File: src/rtl/io_sequencer_param.sv
// Key/switch driven memory I/O sequencer: chunked address/data entry, level memory
// request with optional timeout, burst auto-increment and abort.
module io_sequencer_param #(
   parameter int ADDR_W      = 25,
   parameter int DATA_W      = 16,
   parameter int SW_W        = 9,
   parameter int TIMEOUT_CYC = 1024,
   // Leading chunks are 8 bits; the final chunk takes the remaining bits, up to SW_W wide.
   localparam int ADDR_CHUNKS = (ADDR_W <= SW_W) ? 1 : (ADDR_W - SW_W + 7) / 8 + 1,
   localparam int DATA_CHUNKS = (DATA_W <= SW_W) ? 1 : (DATA_W - SW_W + 7) / 8 + 1,
   localparam int MAX_CHUNKS  = (ADDR_CHUNKS > DATA_CHUNKS) ? ADDR_CHUNKS : DATA_CHUNKS,
   localparam int CIDX_W      = $clog2(MAX_CHUNKS + 1)
) (
   input  logic              clk,
   input  logic              reset,
   input  logic              key0_pulse,
   input  logic              key1_pulse,
   input  logic              abort,
   input  logic [SW_W-1:0]   sw,
   input  logic              mem_done,
   input  logic [DATA_W-1:0] read_data,
   output logic [1:0]        mode,
   output logic [ADDR_W-1:0] mem_addr,
   output logic [DATA_W-1:0] write_data,
   output logic              mem_req,
   output logic [DATA_W-1:0] display_data,
   output logic [CIDX_W-1:0] chunk_idx,
   output logic              err,
   output logic [2:0]        state_out
);

   localparam int ADDR_LAST_W = ADDR_W - 8 * (ADDR_CHUNKS - 1);
   localparam int DATA_LAST_W = DATA_W - 8 * (DATA_CHUNKS - 1);
   localparam int TMR_W       = (TIMEOUT_CYC > 1) ? $clog2(TIMEOUT_CYC) : 1;

   typedef enum logic [2:0] {
      S_IDLE       = 3'd0,
      S_SEL_READ   = 3'd1,
      S_SEL_WRITE  = 3'd2,
      S_ADDR_ENTRY = 3'd3,
      S_DATA_ENTRY = 3'd4,
      S_MEM_WAIT   = 3'd5,
      S_READ_DONE  = 3'd6,
      S_ERROR      = 3'd7
   } state_t;

   state_t            r_state;
   logic              r_dir;        // 1 = write
   logic [ADDR_W-1:0] r_mem_addr;
   logic [DATA_W-1:0] r_write_data;
   logic [DATA_W-1:0] r_display_data;
   logic [CIDX_W-1:0] r_chunk_idx;
   logic [TMR_W-1:0]  r_tmr;

   logic              w_key1;
   logic [ADDR_W-1:0] w_addr_ins;
   logic [DATA_W-1:0] w_data_ins;
   logic              w_addr_last;
   logic              w_data_last;
   logic              w_timeout;
   logic [1:0]        w_mode;

   // key0 wins a simultaneous press, so key1 only counts on its own.
   assign w_key1      = key1_pulse & ~key0_pulse;
   assign w_addr_last = (r_chunk_idx == CIDX_W'(ADDR_CHUNKS - 1));
   assign w_data_last = (r_chunk_idx == CIDX_W'(DATA_CHUNKS - 1));
   assign w_timeout   = (TIMEOUT_CYC != 0) && (r_tmr == TMR_W'(TIMEOUT_CYC - 1));

   always_comb begin
      w_addr_ins = r_mem_addr;
      for (int i = 0; i < ADDR_CHUNKS - 1; i++)
         if (r_chunk_idx == CIDX_W'(i)) w_addr_ins[8*i +: 8] = sw[7:0];
      if (w_addr_last) w_addr_ins[ADDR_W-1 -: ADDR_LAST_W] = sw[ADDR_LAST_W-1:0];
   end

   always_comb begin
      w_data_ins = r_write_data;
      for (int i = 0; i < DATA_CHUNKS - 1; i++)
         if (r_chunk_idx == CIDX_W'(i)) w_data_ins[8*i +: 8] = sw[7:0];
      if (w_data_last) w_data_ins[DATA_W-1 -: DATA_LAST_W] = sw[DATA_LAST_W-1:0];
   end

   always_ff @(posedge clk) begin
      if (reset) begin
         r_state        <= S_IDLE;
         r_dir          <= 1'b0;
         r_mem_addr     <= '0;
         r_write_data   <= '0;
         r_display_data <= '0;
         r_chunk_idx    <= '0;
         r_tmr          <= '0;
      end else if (abort) begin
         r_state      <= S_IDLE;
         r_mem_addr   <= '0;
         r_write_data <= '0;
         r_chunk_idx  <= '0;
         r_tmr        <= '0;
      end else begin
         case (r_state)
            S_IDLE:
               if (key0_pulse) r_state <= S_SEL_READ;
            S_SEL_READ, S_SEL_WRITE:
               if (key0_pulse) begin
                  r_state <= (r_state == S_SEL_READ) ? S_SEL_WRITE : S_SEL_READ;
               end else if (key1_pulse) begin
                  r_dir       <= (r_state == S_SEL_WRITE);
                  r_state     <= S_ADDR_ENTRY;
                  r_chunk_idx <= '0;
                  r_mem_addr  <= '0;
               end
            S_ADDR_ENTRY:
               if (w_key1) begin
                  r_mem_addr  <= w_addr_ins;
                  r_chunk_idx <= r_chunk_idx + 1'b1;
                  if (w_addr_last) begin
                     if (r_dir) begin
                        r_state     <= S_DATA_ENTRY;
                        r_chunk_idx <= '0;
                     end else begin
                        r_state <= S_MEM_WAIT;
                        r_tmr   <= '0;
                     end
                  end
               end
            S_DATA_ENTRY:
               if (key0_pulse) begin
                  if (r_chunk_idx == '0) r_state <= S_IDLE;
               end else if (key1_pulse) begin
                  r_write_data <= w_data_ins;
                  r_chunk_idx  <= r_chunk_idx + 1'b1;
                  if (w_data_last) begin
                     r_state <= S_MEM_WAIT;
                     r_tmr   <= '0;
                  end
               end
            S_MEM_WAIT:
               if (mem_done) begin
                  if (r_dir) begin
                     r_mem_addr  <= r_mem_addr + 1'b1;
                     r_chunk_idx <= '0;
                     r_state     <= S_DATA_ENTRY;
                  end else begin
                     r_display_data <= read_data;
                     r_state        <= S_READ_DONE;
                  end
               end else if (w_timeout) begin
                  r_state <= S_ERROR;
               end else begin
                  r_tmr <= r_tmr + 1'b1;
               end
            S_READ_DONE:
               if (key0_pulse) begin
                  r_state    <= S_IDLE;
                  r_mem_addr <= '0;
               end else if (key1_pulse) begin
                  r_mem_addr <= r_mem_addr + 1'b1;
                  r_tmr      <= '0;
                  r_state    <= S_MEM_WAIT;
               end
            S_ERROR:
               if (key0_pulse) begin
                  r_state      <= S_IDLE;
                  r_mem_addr   <= '0;
                  r_write_data <= '0;
               end
            default:
               r_state <= S_IDLE;
         endcase
      end
   end

   always_comb begin
      w_mode = 2'b00;
      case (r_state)
         S_SEL_READ:               w_mode = 2'b01;
         S_SEL_WRITE:              w_mode = 2'b10;
         S_DATA_ENTRY:             w_mode = 2'b10;
         S_ADDR_ENTRY, S_MEM_WAIT: w_mode = r_dir ? 2'b10 : 2'b01;
         S_ERROR:                  w_mode = 2'b11;
         default:                  w_mode = 2'b00;
      endcase
   end

   assign mode         = w_mode;
   assign mem_addr     = r_mem_addr;
   assign write_data   = r_write_data;
   assign mem_req      = (r_state == S_MEM_WAIT);
   assign display_data = r_display_data;
   assign chunk_idx    = r_chunk_idx;
   assign err          = (r_state == S_ERROR);
   assign state_out    = r_state;

endmodule

File: config.mk
export PLATFORM = sky130hd
export DESIGN_NAME = io_sequencer_param
export DESIGN_NICKNAME = d
export VERILOG_FILES = /design/src/rtl/io_sequencer_param.sv
export SDC_FILE = /design/constraint.sdc
export NUM_CORES = 1
export LEC_CHECK = 0
export ABC_CLOCK_PERIOD_IN_PS = 3900
export BUFFER_PORTS_ARGS = -buffer_cell sky130_fd_sc_hd__buf_2
export CORE_MARGIN = 1.5
export CORE_UTILIZATION = 45
export CTS_BUF_LIST = sky130_fd_sc_hd__clkbuf_8
export DETAILED_ROUTE_END_ITERATION = 10
export HOLD_SLACK_MARGIN = 0.1
export PLACE_DENSITY_LB_ADDON = 0.05
export RECOVER_POWER = 50
export SLEW_MARGIN = 40
export SYNTH_ARGS = -nofsm -noshare
export SYNTH_HDL_FRONTEND = slang
export SYNTH_SLANG_ARGS = --single-unit
File: constraint.sdc
create_clock -name clk -period 3.9 [get_ports clk]
set_clock_uncertainty 0.2 [all_clocks]
set_input_delay 0.585 -clock clk [delete_from_list [all_inputs] [get_ports clk]]
set_output_delay 0.585 -clock clk [all_outputs]
set_load 0.005 [all_outputs]
After elaboration in Yosys (flattened, before gate mapping)
Index checks and enable logic that the tools add are counted.
{"block": "totals", "ff_bits": 73, "inputBits": 31, "out_inout_bits": 66, "wordCells": 129}
{"block": "op_classes", "n_addsub": 3, "eq_ne": 35, "muxes": 57, "bitwise_logic": 4, "n_reduce_logical": 20}
{"cell": "$mux W25", "n": 8}
{"cell": "$pmux W25 S5", "n": 1}
{"cell": "$mux W10", "n": 10}
{"cell": "$mux W16", "n": 3}
{"cell": "$mux W3", "n": 14}
{"cell": "$pmux W10 S4", "n": 1}
{"cell": "$ne A2 B2 Y1 const B", "n": 18}
{"cell": "$pmux W16 S2", "n": 1}
{"cell": "$reduce_and A9 Y1", "n": 3}
{"cell": "$add A25 B1 Y25 const B", "n": 1}
{"cell": "$mux W2", "n": 12}
{"cell": "$pmux W3 S7", "n": 1}
{"cell": "$mux W8", "n": 2}
{"cell": "$pmux W2 S4", "n": 2}
{"cell": "$ne A3 B3 Y1 const B", "n": 5}
{"cell": "$eq A3 B3 Y1 const B", "n": 4}
{"cell": "$reduce_and A11 Y1", "n": 1}
{"cell": "$add A10 B1 Y10 const B", "n": 1}
{"cell": "$eq A10 B10 Y1 const B", "n": 1}
{"cell": "$reduce_and A10 Y1", "n": 1}
{"cell": "$reduce_and A5 Y1", "n": 2}
{"cell": "$mux W9", "n": 1}
{"cell": "$reduce_and A4 Y1", "n": 2}
{"cell": "$reduce_and A8 Y1", "n": 1}
{"cell": "16 further kinds", "n": 23}

Logic depth before layout (Yosys ltp)
Gate-level depths: netlist of run 1.
{"block": "logic_depth", "depth_word": 5, "depth_mapped": 8, "depth_no_buf": 7}

Worst setup path after synthesis of run 1
OpenSTA, ideal clock, no wires.
{"block": "synth_path", "path_type": "input port to flip-flop", "start": "input key0_pulse", "end": "register r_mem_addr[15] (netlist: mem_addr[15])", "setup_time_ps": 122, "t_arrival_ps": 1866, "t_required_ps": 3578, "slack_ps": 1713, "stages": 6, "path_buffers": 1, "path_cell_list": "clkbuf_1 nor3b_1 a221o_1 and3_1 and4b_1 a221o_1"}
{"block": "synth_between", "elab_chain_len": 4, "elab_cells_between_ends": 9, "classes_between": "eq/ne: 4; mux: 2; bitwise: 2; reduce/logical: 1"}
{"element": "from (decl)", "line_no": "16", "text": "input logic key0_pulse,"}
{"element": "$not A1 Y1 (no line)"}
{"element": "$and A1 B1 Y1", "line_no": "64", "text": "assign w_key1 = key1_pulse & ~key0_pulse;"}
{"element": "$ne A2 B2 Y1 (no line)"}
{"element": "$reduce_and A9 Y1 (no line)"}
{"element": "to (signal assigned)", "line_no": "113", "text": "r_mem_addr <= w_addr_ins;"}
{"element": "to (signal assigned)", "line_no": "139", "text": "r_mem_addr <= r_mem_addr + 1'b1;"}
{"element": "to (signal assigned)", "line_no": "156", "text": "r_mem_addr <= r_mem_addr + 1'b1;"}
{"element": "to (decl)", "line_no": "49", "text": "logic [ADDR_W-1:0] r_mem_addr;"}
Several ways; a longest one is shown, not always the timed one.
A chain may end at the register's enable or synchronous reset.

Final worst setup path of run 1
{"block": "layout_path", "start": "register r_state[0] (netlist: state_out[0])", "end": "output mem_req"}
{"block": "layout_between", "elab_chain_len": 1}
{"element": "from (decl)", "line_no": "47", "text": "state_t r_state;"}
{"element": "from (signal assigned)", "line_no": "104", "text": "r_state <= (r_state == S_SEL_READ) ? S_SEL_WRITE : S_SEL_READ;"}
{"element": "$eq A3 B3 Y1", "line_no": "187", "text": "assign mem_req = (r_state == S_MEM_WAIT);"}
{"element": "to (decl)", "line_no": "25", "text": "output logic mem_req,"}
Every way passes these cells.

==> results.md, run 1 <==
- Number of global-route vias before repair: roughly 3800
- Post-CTS Hold Buffers: 0
- CORE AREA: around 0.0092 mm²
- Cell variety after synth: 75
- Outcome: completed
- Antenna Cells: 0
- Finished Layout Cells: between 700 and 800
- Final Cycle Share: between 80 and 90%
- CTS tree: yes
- Most common cell after layout, fill and taps aside: nand2_1
- Top-Level Pins: between 90 and 100
- Crit path DAT: about 2.5 ns
- Slew @ Worst Pin: 1.149 ns
- Global route hottest layer: met2
- Remaining antenna violation count: 0
- Post-CTS Setup Inserts: 0
- Worst EP required: 3.12 ns
- Row count: 35
- Clock Root Buffer: clkbuf_8
- RSZ-0062 raised after global routing: no
- Crit end category: output port
- DRC viols: 0
- Clk Latency, worst-skew pair: roughly 0.34 ns
- Routed wire per std cell: ~16 µm
- Max incr delay on CP: 0.84 ns
- Power consumption: around 1500 µW
- Relative slew slack: about a quarter
- Fin Hold WS: between 0.2 and 0.3 ns
- DP Cell Count: between 700 and 800
- Fin. Hold Viols: 0
- YS warnings: 0
- Port Buffers: 96
- Global-route wire length before repair: about 19000 µm
- Most frequent cells in the layout: 85 x nand2_1, 74 x buf_2, 73 x dfxtp_1
- DR vias: between 4000 and 5000
- Nets: ~640
- Clock transition at path regs: roughly 0.080 ns
- Setup_tns: 0 ns
- Share of the synthesized area in the top cell type: a little over a third
- Largest cells by area after synthesis: dfxtp_1 35%, nand2_1 7.6%, a21oi_1 5.1%
- Synthesized Nets: between 500 and 600
- Setup CP Type: register to output port
- Die Y-Extent: 99.61 µm
- Fraction of met2 tracks used by global routing: a little under two fifths
- Hpwl dp: 8032 µm
- Chip width: roughly 100 µm
- CP Launch Type: register
- CP max-delay cell: clkbuf_1
- Largest net degree at the start of global routing: 33
- Number of synthesized flops with an enable pin: 0
- Mapped Avg Cell Area: 7.970 µm²
- Worst-path maximum fanout: 29
- Number of max-cap violations: 0
- Synthesis-to-finish area growth: 15.10%
- Crit path cell chain: clkbuf_1 > nand3b_1 > inv_1 > buf_2
- Layout cells sized above 1: ~19%
- Clock Sinks: 73
- Num CTS Buffers: 9
- Fill cell count: a little over 900
- M3 GR Usage: between 5 and 6%
- Yosys top cell by area: dfxtp_1
- Final setup fails: 0
- Initial DRC Count: roughly 230
- Final RePlAce weighted congestion: ~0.84
- Static Leakage: ~0.0017 µW
- Total GRT Usage: about a quarter
- Synthesized area: ~0.0042 mm²
- Total gr overflow: 0
- Max-slew violation count: 0
- Initial antenna violation count: 0
- Post-Syn Instances: roughly 530
- DRT Wirelength: between 10000 and 15000 µm
- Pwr per Cell Area: 305.1 mW/mm²
- Synth Flop Type: dfxtp_1
- Max Freq: approximately 310 MHz
- Worst vdd ir: 134.1 µV
- Vias per Instance: around 5.9
- Met1 usage: a little under a third
- Post-synthesis register bit count: 73
- Post-synthesis sequential area ratio: a little over a third
- Hold WC Path Type: register to register
- Tmin final: around 3.2 ns
- H-Tree Depth: 3
- Post-cts resize count: 0
- Ys async rst share: 0%
- DRT Pass-1 Iters: 5
- Initial Util: around 46%
- Maximum clock path buffer count: 2
- Die ar.: just under 0.01 mm²
-- flip-flops by register name (all words and copies together), names as in the netlist --
register and count:
chunk_idx 2, r_tmr 10, write_data 16, display_data 16, r_dir 1, state_out 3, mem_addr 25
-- per-layer routing --
metal / up-vias / part of all wire (%)
met5: - / 0
met4: 0 / 1.6
met3: 17 / 6.1
met2: 134 / 47
met1: 2033 / 45
li1: 2098 / -
-- final timing paths --
path,from,cells past startpoint,slack [ns],endpoint
worst max-delay path,state_out[0]$_SDFFE_PP0P_,4,0.67,mem_req
worst min-delay path,display_data[3]$_SDFFE_PP0P_,2,0.26,display_data[3]$_SDFFE_PP0P_
worst max register to register,state_out[0]$_SDFFE_PP0P_,7,0.68,r_tmr[1]$_SDFFE_PP0P_
worst min register to register,display_data[3]$_SDFFE_PP0P_,2,0.26,display_data[3]$_SDFFE_PP0P_
-- power by group --
group          total, µW  leakage [µW]  internal [µW]  switching [µW]
clock network        601     0.0000970            295             305
logic                122       0.00103           42.7            79.3
registers            752      0.000588            747            5.19
-- metrics by stage --
| step | utilization [%] | setup slack [ns] | area, µm² |
|---|---|---|---|
| after floorplan | - | 1.713 | 4200 |
| after global placement | 51.07 | 1.152 | 4674 |
| after detailed placement | 51.07 | 1.049 | 4674 |
| after CTS | 53.21 | 1.039 | 4870 |
| after global routing | 52.82 | 0.4287 | 4835 |
| final | 52.82 | 0.6678 | 4835 |
-- synth_stat cells, types with 3 or more instances --
master / n
and4_1: 4
dfxtp_1: 73
clkbuf_8: 3
o21a_1: 3
mux2i_1: 20
and2_1: 9
a31oi_1: 4
and3_1: 3
nor3_1: 11
nand4_1: 15
a21o_1: 7
o22ai_1: 3
nand3_1: 23
o21ai_0: 27
o211ai_1: 6
a31o_2: 4
o31a_1: 7
inv_1: 13
nor2_1: 36
buf_2: 10
ha_1: 5
a21oi_1: 43
a211o_1: 3
o31ai_1: 5
nor4_1: 5
nand2b_1: 9
clkbuf_1: 18
a211oi_1: 5
o41ai_1: 5
nand2_1: 85
o41a_1: 4
-- cell type report --
class                      count  area, µm²  share of cell area, %
multi-input combinational    407       2504                  51.79
sequential                    73       1461                  30.23
timing repair buffer         101      486.7                  10.07
tap                          111      138.9                  2.873
clock buffer                   9      123.9                  2.562
clock inverter                 7      71.32                  1.475
inverter                      13      48.80                  1.009
-- kinds of logic (layout without fill, tap and decap cells) --
family	Yosys count	count (layout)	share of synthesized area (%)
AND/OR/NAND/NOR	223	223	26.75
AO/OA/AOI/OAI	157	157	26.21
flip-flops	73	73	34.79
buffers and inverters	47	130	5.570
multiplexers	20	20	4.766
adder cells (fa/ha/maj)	5	5	1.489
XOR/XNOR	2	2	0.4171
-- worst max-delay path: cells and delay by family (launching register included) --
kind                   cells  cell delay, ns
flip-flops                 1            0.31
buffers and inverters      3            1.46
AND/OR/NAND/NOR            1            0.33
Power figures use the tool's default switching activity.
==> run 2: changes to the inputs <==
--- a/config.mk
+++ b/config.mk
@@ -5,7 +5,8 @@
 export SDC_FILE = /design/constraint.sdc
 export NUM_CORES = 1
 export LEC_CHECK = 0
-export ABC_CLOCK_PERIOD_IN_PS = 3900
+export ABC_AREA = 1
+export ABC_CLOCK_PERIOD_IN_PS = 2610
 export BUFFER_PORTS_ARGS = -buffer_cell sky130_fd_sc_hd__buf_2
 export CORE_MARGIN = 1.5
 export CORE_UTILIZATION = 45
==> constraint.sdc (replaced) <==
create_clock -name clk -period 2.61 [get_ports clk]
set_clock_uncertainty 0.2 [all_clocks]
set_input_delay 0.3915 -clock clk [delete_from_list [all_inputs] [get_ports clk]]
set_output_delay 0.3915 -clock clk [all_outputs]
set_load 0.005 [all_outputs]
==> results.md, run 2 <==
- Reg area: 0.001461 mm² (unchanged)
- Fin. Hold Viols: 0 (unchanged)
- Total gr overflow: 0 (unchanged)
- Share of the synthesized area in the top cell type: 34.45% (-0.34 points)
- Relative slew slack: 62.61% (+39 points)
- Maximum clock path buffer count: 2 (unchanged)
- CTS tree: yes
- Remaining antenna violation count: 0 (unchanged)
- Initial antenna violation count: 0 (unchanged)
- Setup CP Type: register to output port
- Largest net degree at the start of global routing: 42 (+27%)
- Yosys top cell by area: dfxtp_1
- Total GRT Usage: 24.59% (+1.3 points)
- Worst EP required: 2.02 ns (-1.10 ns)
- Max layer used: met4
- DRT Wirelength: 12140 µm (+4.4%)
- Synthesized area: 0.004242 mm² (+0.98%)
- Antenna Cells: 0 (unchanged)
- Post-Syn Instances: 656 (+24%)
- Largest cells by area after synthesis: dfxtp_1 34%, nand2_1 20%, a21oi_1 7.3%
- Max-slew violation count: 0 (unchanged)
- Final Cycle Share: about nine tenths
- Pwr per Cell Area: 480.3 mW/mm² (+57%)
- Initial DRC Count: 173 (-24%)
- DRC viols: 0 (unchanged)
- Row count: 35 (unchanged)
- Cell variety after synth: 41 (-45%)
- Clock transition at path regs: 0.09 ns (about the same)
- H-Tree Depth: 3 (unchanged)
- Worst vdd ir: 290.1 µV (+120%)
- Port Buffers: 96 (unchanged)
- Util after Layout: 56.08% (+3.3 points)
- DR vias: 4511 (+5.3%)
- Multi-input logic area: 0.002485 mm² (-0.75%)
- Worst-path maximum fanout: 12 (-59%)
- Chip width: 100.1 µm (+0.48%)
- Hold WC Path Type: input pin to register
- Final setup fails: 0 (unchanged)
- Nets: 802 (+25%)
- Max reg flops: 25 (unchanged)
- Max Freq: between 400 and 500 MHz
- Post-CTS Setup Inserts: 0 (unchanged)
- Num CTS Buffers: 9 (unchanged)
- Synthesis-to-finish area growth: 21.59%
- Post-synthesis sequential area ratio: 34.45% (-0.34 points)
- Post-synthesis register bit count: 73 (unchanged)
- Routed wire per std cell: 13.77 µm (-15%)
- Hpwl dp: 8724 µm (+8.6%)
- Die Y-Extent: 100.1 µm (+0.48%)
- Mapped Avg Cell Area: 6.466 µm² (-19%)
- Synth Flop Type: dfxtp_1
- Setup_tns: 0 ns (unchanged)
- Met2 WL post-DR: 5671 µm (+3.2%)
- CP Launch Type: register
- Initial Util: 46.12% (+0.23 points)
- Layout cells sized above 1: 18.68% (+0.15 points)
- Crit end category: output port
- Synthesized Nets: 692 (+23%)
- Met1 wire length: 5725 µm (+9.4%)
- Global-route wire length before repair: 19840 µm (+6.4%)
- Most frequent cells in the layout: 224 x nand2_1, 73 x dfxtp_1, 69 x buf_2
- RSZ-0062 raised after global routing: no
- Most frequent cell after synthesis: nand2_1
- Top-Level Pins: 97 (unchanged)
- Number of max-cap violations: 0 (unchanged)
- Slew @ Worst Pin: 0.5602 ns (-0.5892 ns)
- CORE AREA: 0.009196 mm² (+0.48%)
- YS warnings: 0 (unchanged)
- Most common cell after layout, fill and taps aside: nand2_1
- Fill cell count: 944 (+3.5%)
- Vias per Instance: 5.115 (-14%)
- DRT Pass-1 Iters: 4 (-1)
- Clk Latency, worst-skew pair: 0.36 ns (+0.02 ns)
- Clock Root Buffer: clkbuf_8
- Number of global-route vias before repair: 4150 (+9.7%)
- Static Leakage: 0.002133 µW (+25%)
- Leading post-synthesis cells by instance count: 224 x nand2_1, 73 x dfxtp_1, 65 x nor2_1
- Die ar.: 0.01002 mm² (+0.96%)
- Final RePlAce weighted congestion: 0.8564 (+2.3%)
- Outcome: completed
- Clock Sinks: 73 (unchanged)
- Tmin final: 2.358 ns
- Wire length on met3: 605 µm (-15%)
- Number of synthesized flops with an enable pin: 0 (unchanged)
- Crit path DAT: 1.77 ns (-0.68 ns)
- Ys async rst share: 0% (unchanged)
## run 2: cell types whose count changed in the layout (fill, tap and decap cells not counted), moves of 15 or more
cell and change:
nand2_1 +139, nor2_1 +32, inv_1 +30, mux2i_1 -20, a21oi_1 +18, nand3_1 +17
dlygate4sd3_1 +16, nand2_2 +16, nand4_1 -15
## run 2: through the flow
| step | cell area [µm²] | std cells | setup WS [ns] | hold slack (ns) | power, µW |
|---|---|---|---|---|---|
| 6_report | 5157 | 882 | 0.2517 | 0.1195 | 2477 |
| 5_1_grt | 5157 | 882 | 0.1268 | 0.1094 | 2570 |
| 4_1_cts | 5199 | 882 | 0.3882 | 0.1005 | 2494 |
| 3_5_place_dp | 4807 | 850 | 0.3740 | 0.2518 | 1411 |
| 3_3_place_gp | 4807 | 850 | 0.4308 | 0.2454 | 1411 |
| 2_1_floorplan | 4242 | 656 | 0.7903 | 0.2512 | 1325 |
## run 2: cells by family (layout without fill, tap and decap cells)
| family | after synthesis | count (layout) | share of synthesized area, % |
|---|---|---|---|
| buf+inv | 72 | 187 | 6.843 |
| simple gates | 372 | 372 | 38.73 |
| compound gates | 124 | 124 | 16.43 |
| flops | 73 | 73 | 34.45 |
| xor+xnor | 10 | 10 | 2.065 |
| fa+ha+maj | 5 | 5 | 1.475 |
## run 2: path summary, 6_finish.rpt
path	startpoint	end	slack [ns]	cells past startpoint
worst min register to register	display_data[4]$_SDFFE_PP0P_	display_data[4]$_SDFFE_PP0P_	0.27	2
worst max-delay path	state_out[2]$_SDFFE_PP0P_	mode[1]	0.25	5
worst min-delay path	sw[3]	write_data[3]$_SDFFE_PP0P_	0.12	3
worst max register to register	state_out[2]$_SDFFE_PP0P_	write_data[14]$_SDFFE_PP0P_	0.27	7
## run 2: critical path, cell delays in order, from the launching register on
cell     delay, ns
dfxtp_1       0.59
inv_2         0.12
nor2_1        0.30
inv_2         0.20
nand2_1       0.10
buf_2         0.11
## run 2: report_power, final
part	switching [µW]	internal [µW]	leakage [µW]
clock	514	559	0.000114
sequential	14.2	1120	0.000588
combinational	178	88.5	0.00143
total	706	1770	0.00213
## run 2: timing repair
item                                   in CTS  in global routing
setup endpoints to repair                   0                  0
resized for setup                           0                  0
endpoints found under the hold margin      16                  0
hold buffers                               16                  0
## run 2: cell type report
class,instances,area share [%]
clock buffers,9,2.402
clock inverters,7,2.086
inverters,55,4.003
multi-input cells,511,48.18
flip-flops and latches,73,28.34
well taps,111,2.693
repair buffers,116,12.30
## run 2: routing by layer
metal | vias to the layer above | track usage [%]
met5 | - | 0
met4 | 0 | 6.392
met3 | 12 | 5.292
met2 | 113 | 40.76
met1 | 2062 | 32.57
li1 | 2324 | -
==> run 3: changes to the inputs <==
--- a/config.mk
+++ b/config.mk
@@ -12,6 +12,7 @@
 export CORE_UTILIZATION = 45
 export CTS_BUF_LIST = sky130_fd_sc_hd__clkbuf_8
 export DETAILED_ROUTE_END_ITERATION = 10
+export GPL_TIMING_DRIVEN = 0
 export HOLD_SLACK_MARGIN = 0.1
 export PLACE_DENSITY_LB_ADDON = 0.05
 export RECOVER_POWER = 50
==> results.md, run 3 (same netlist as run 2, synthesis figures left out) <==
- Outcome: completed
- Top-Level Pins: 97 (unchanged)
- Total GRT Usage: 25.47% (+0.88 points)
- Clock Root Buffer: clkbuf_8
- Max-slew violation count: 0 (unchanged)
- CP max-delay cell: dfxtp_1
- Initial DRC Count: 173 (unchanged)
- Hpwl dp: 9469 µm (+8.5%)
- Initial Util: 46.12% (unchanged)
- Setup_tns: 0 ns (unchanged)
- DR vias: 4648 (+3.0%)
- Antenna Cells: 0 (unchanged)
- Clock Sinks: 73 (unchanged)
- CORE AREA: 0.009196 mm² (unchanged)
- Tmin final: 2.305 ns (-0.05362 ns)
- RSZ-0062 raised after global routing: no
- Reg area: 0.001461 mm² (unchanged)
- Max Freq: 433.9 MHz (+2.3%)
- Sequential power share: 51.3% (+5.4 points)
- Hold WC Path Type: input pin to register
- Final Cycle Share: 88.30% (-2.1 points)
- Switching pwr: 653.3 µW (-7.5%)
- Final RePlAce weighted congestion: 0.8620 (+0.65%)
- Most frequent cells in the layout: 224 x nand2_1, 73 x dfxtp_1, 71 x buf_2
- Relative slew slack: 53.08% (-9.5 points)
- Post-CTS Setup Inserts: 0 (unchanged)
- Slew @ Worst Pin: 0.7039 ns (+0.1436 ns)
- Power consumption: 2210 µW (-11%)
- Most common cell after layout, fill and taps aside: nand2_1
- Global-route wire length before repair: 20240 µm (+2.0%)
- Worst vdd ir: 265.8 µV (-8.4%)
- Setup CP Type: register to register
- Pwr per Cell Area: 430.5 mW/mm² (-10%)
- H-Tree Depth: 3 (unchanged)
- Crit end category: register
- Max incr delay on CP: 0.51 ns (-0.08 ns)
- Max reg flops: 25 (unchanged)
- Number of max-cap violations: 0 (unchanged)
- Num CTS Buffers: 9 (unchanged)
- Worst EP required: 2.69 ns (+0.67 ns)
- Die Y-Extent: 100.1 µm (unchanged)
- Sw frac: 29.57% (+1.1 points)
- Fin. Hold Viols: 0 (unchanged)
- Total gr overflow: 0 (unchanged)
- Chip width: 100.1 µm (unchanged)
- Worst Setup SP: state_out[1]$_SDFFE_PP0P_
- Crit path DAT: 2.38 ns (+0.61 ns)
- Number of global-route vias before repair: 4284 (+3.2%)
- Reg2Reg Depth: 9 (+2)
- Row count: 35 (unchanged)
- Port Buffers: 95 (-1.0%)
- Critical path destination: r_tmr[3]$_SDFFE_PP0P_
- Die ar.: 0.01002 mm² (unchanged)
- Multi-input logic area: 0.002485 mm² (unchanged)
- Internal power: 1556 µW (-12%)
- Initial antenna violation count: 0 (unchanged)
- Remaining antenna violation count: 0 (unchanged)
- Nets: 813 (+1.4%)
- Clock network power share: 36.2% (-7.1 points)
- Final setup fails: 0 (unchanged)
- Synthesis-to-finish area growth: 21.00%
- DRT Pass-1 Iters: 5 (+1)
- Worst reg2reg endpoint: r_tmr[3]$_SDFFE_PP0P_
- Fin Hold WS: 0.1130 ns (-0.006506 ns)
- Finished Layout Cells: 893 (+1.2%)
- Clk Latency, worst-skew pair: 0.35 ns (about the same)
- Vias per Instance: 5.205 (+1.8%)
- Static Leakage: 0.002113 µW (-0.97%)
- DRC viols: 0 (unchanged)
- Crit path cell chain: nand2_2 > nor2_1 > o21ai_0 > inv_1 > nor2_1 > nand3b_1 > buf_4 > nand2_1 > a21oi_1
- FF-to-FF setup slack: 0.31 ns (+0.04 ns)
- DRT Wirelength: 12490 µm (+2.9%)
- Most common cell on crit path: nor2_1
- Worst r2r src: state_out[1]$_SDFFE_PP0P_
- Fill cell count: 954 (+1.1%)
- Combinational share of power: 12.4% (+1.6 points)
- DP Cell Count: 862 (+1.4%)
- Routed wire per std cell: 13.99 µm (+1.6%)
- Worst-path maximum fanout: 10 (-2)
- Maximum clock path buffer count: 2 (unchanged)
- CTS tree: yes
- Layout cells sized above 1: 18.29% (-0.39 points)
- Largest net degree at the start of global routing: 14 (-67%)
- Post-cts resize count: 0 (unchanged)
- CP Launch Type: register
- Clock transition at path regs: 0.08 ns (about the same)
==> run 3: cell count changes in the layout (fill, tap and decap cells not counted), sizes merged <==
| cell | before | now |
|---|---|---|
| clkbuf | 37 | 46 |
| buf | 72 | 75 |
| clkinv | 1 | 4 |
| bufinv | 2 | 0 |
| inv | 58 | 56 |
| clkinvlp | 1 | 2 |
| dlygate4sd3 | 16 | 15 |
==> run 3: area by class of cell <==
class | count | area share (%)
Buffer | 17 | 1.633
Clock buffer | 9 | 2.413
Clock inverter | 7 | 0.9020
Inverter | 55 | 4.022
Multi-Input combinational cell | 511 | 48.42
Sequential cell | 73 | 28.47
Tap cell | 111 | 2.706
Timing Repair Buffer | 110 | 11.43
==> run 3: worst max-delay path: cells and delay by family (launching register included) <==
family / cells / cell delay [ns]
AOI/OAI and AO/OA: 2 / 0.44
buffers and inverters: 2 / 0.29
and+or+nand+nor: 5 / 0.78
DFF: 1 / 0.51
==> run 3: worst min path at each step <==
stage	start	endpoint	depth (start not counted)
2_1_floorplan	r_tmr[4]$_SDFFE_PP0P_	r_tmr[4]$_SDFFE_PP0P_	2
3_3_place_gp	display_data[8]$_SDFFE_PP0P_	display_data[8]$_SDFFE_PP0P_	2
3_5_place_dp	display_data[8]$_SDFFE_PP0P_	display_data[8]$_SDFFE_PP0P_	2
4_1_cts	read_data[9]	display_data[9]$_SDFFE_PP0P_	3
5_1_grt	read_data[9]	display_data[9]$_SDFFE_PP0P_	3
6_report	read_data[9]	display_data[9]$_SDFFE_PP0P_	3
==> run 3: repair_timing <==
| item | CTS | global route |
|---|---|---|
| hold buffers | 15 | 0 |
| setup endpoints to repair | 0 | 0 |
| hold endpoints to repair | 15 | 0 |
==> run 3: routing by layer <==
layer  up-vias  wire length [µm]  GRT usage [%]
met5         -                 0              0
met4         0               208          8.234
met3        17               700          4.387
met2       138              6097          44.37
met1      2140              5484          31.97
li1       2353                 -              -
==> run 3: through the flow <==
step | area [µm²] | util (%) | setup slack, ns
after global placement | 4856 | 52.80 | 0.3661
after floorplan | 4242 | - | 0.7903
after detailed placement | 4856 | 52.80 | 0.4110
after CTS | 5176 | 56.29 | 0.3340
final | 5132 | 55.81 | 0.3054
after global routing | 5132 | 55.81 | 0.1504
==> run 3: power by group through the flow <==
stage                     Clock (µW)  Sequential (µW)  Combinational (µW)
after floorplan                    0             1160                 166
after global placement             0             1160                 257
after detailed placement           0             1160                 259
after CTS                        824             1130                 277
after global routing             869             1140                 304
final                            801             1130                 275
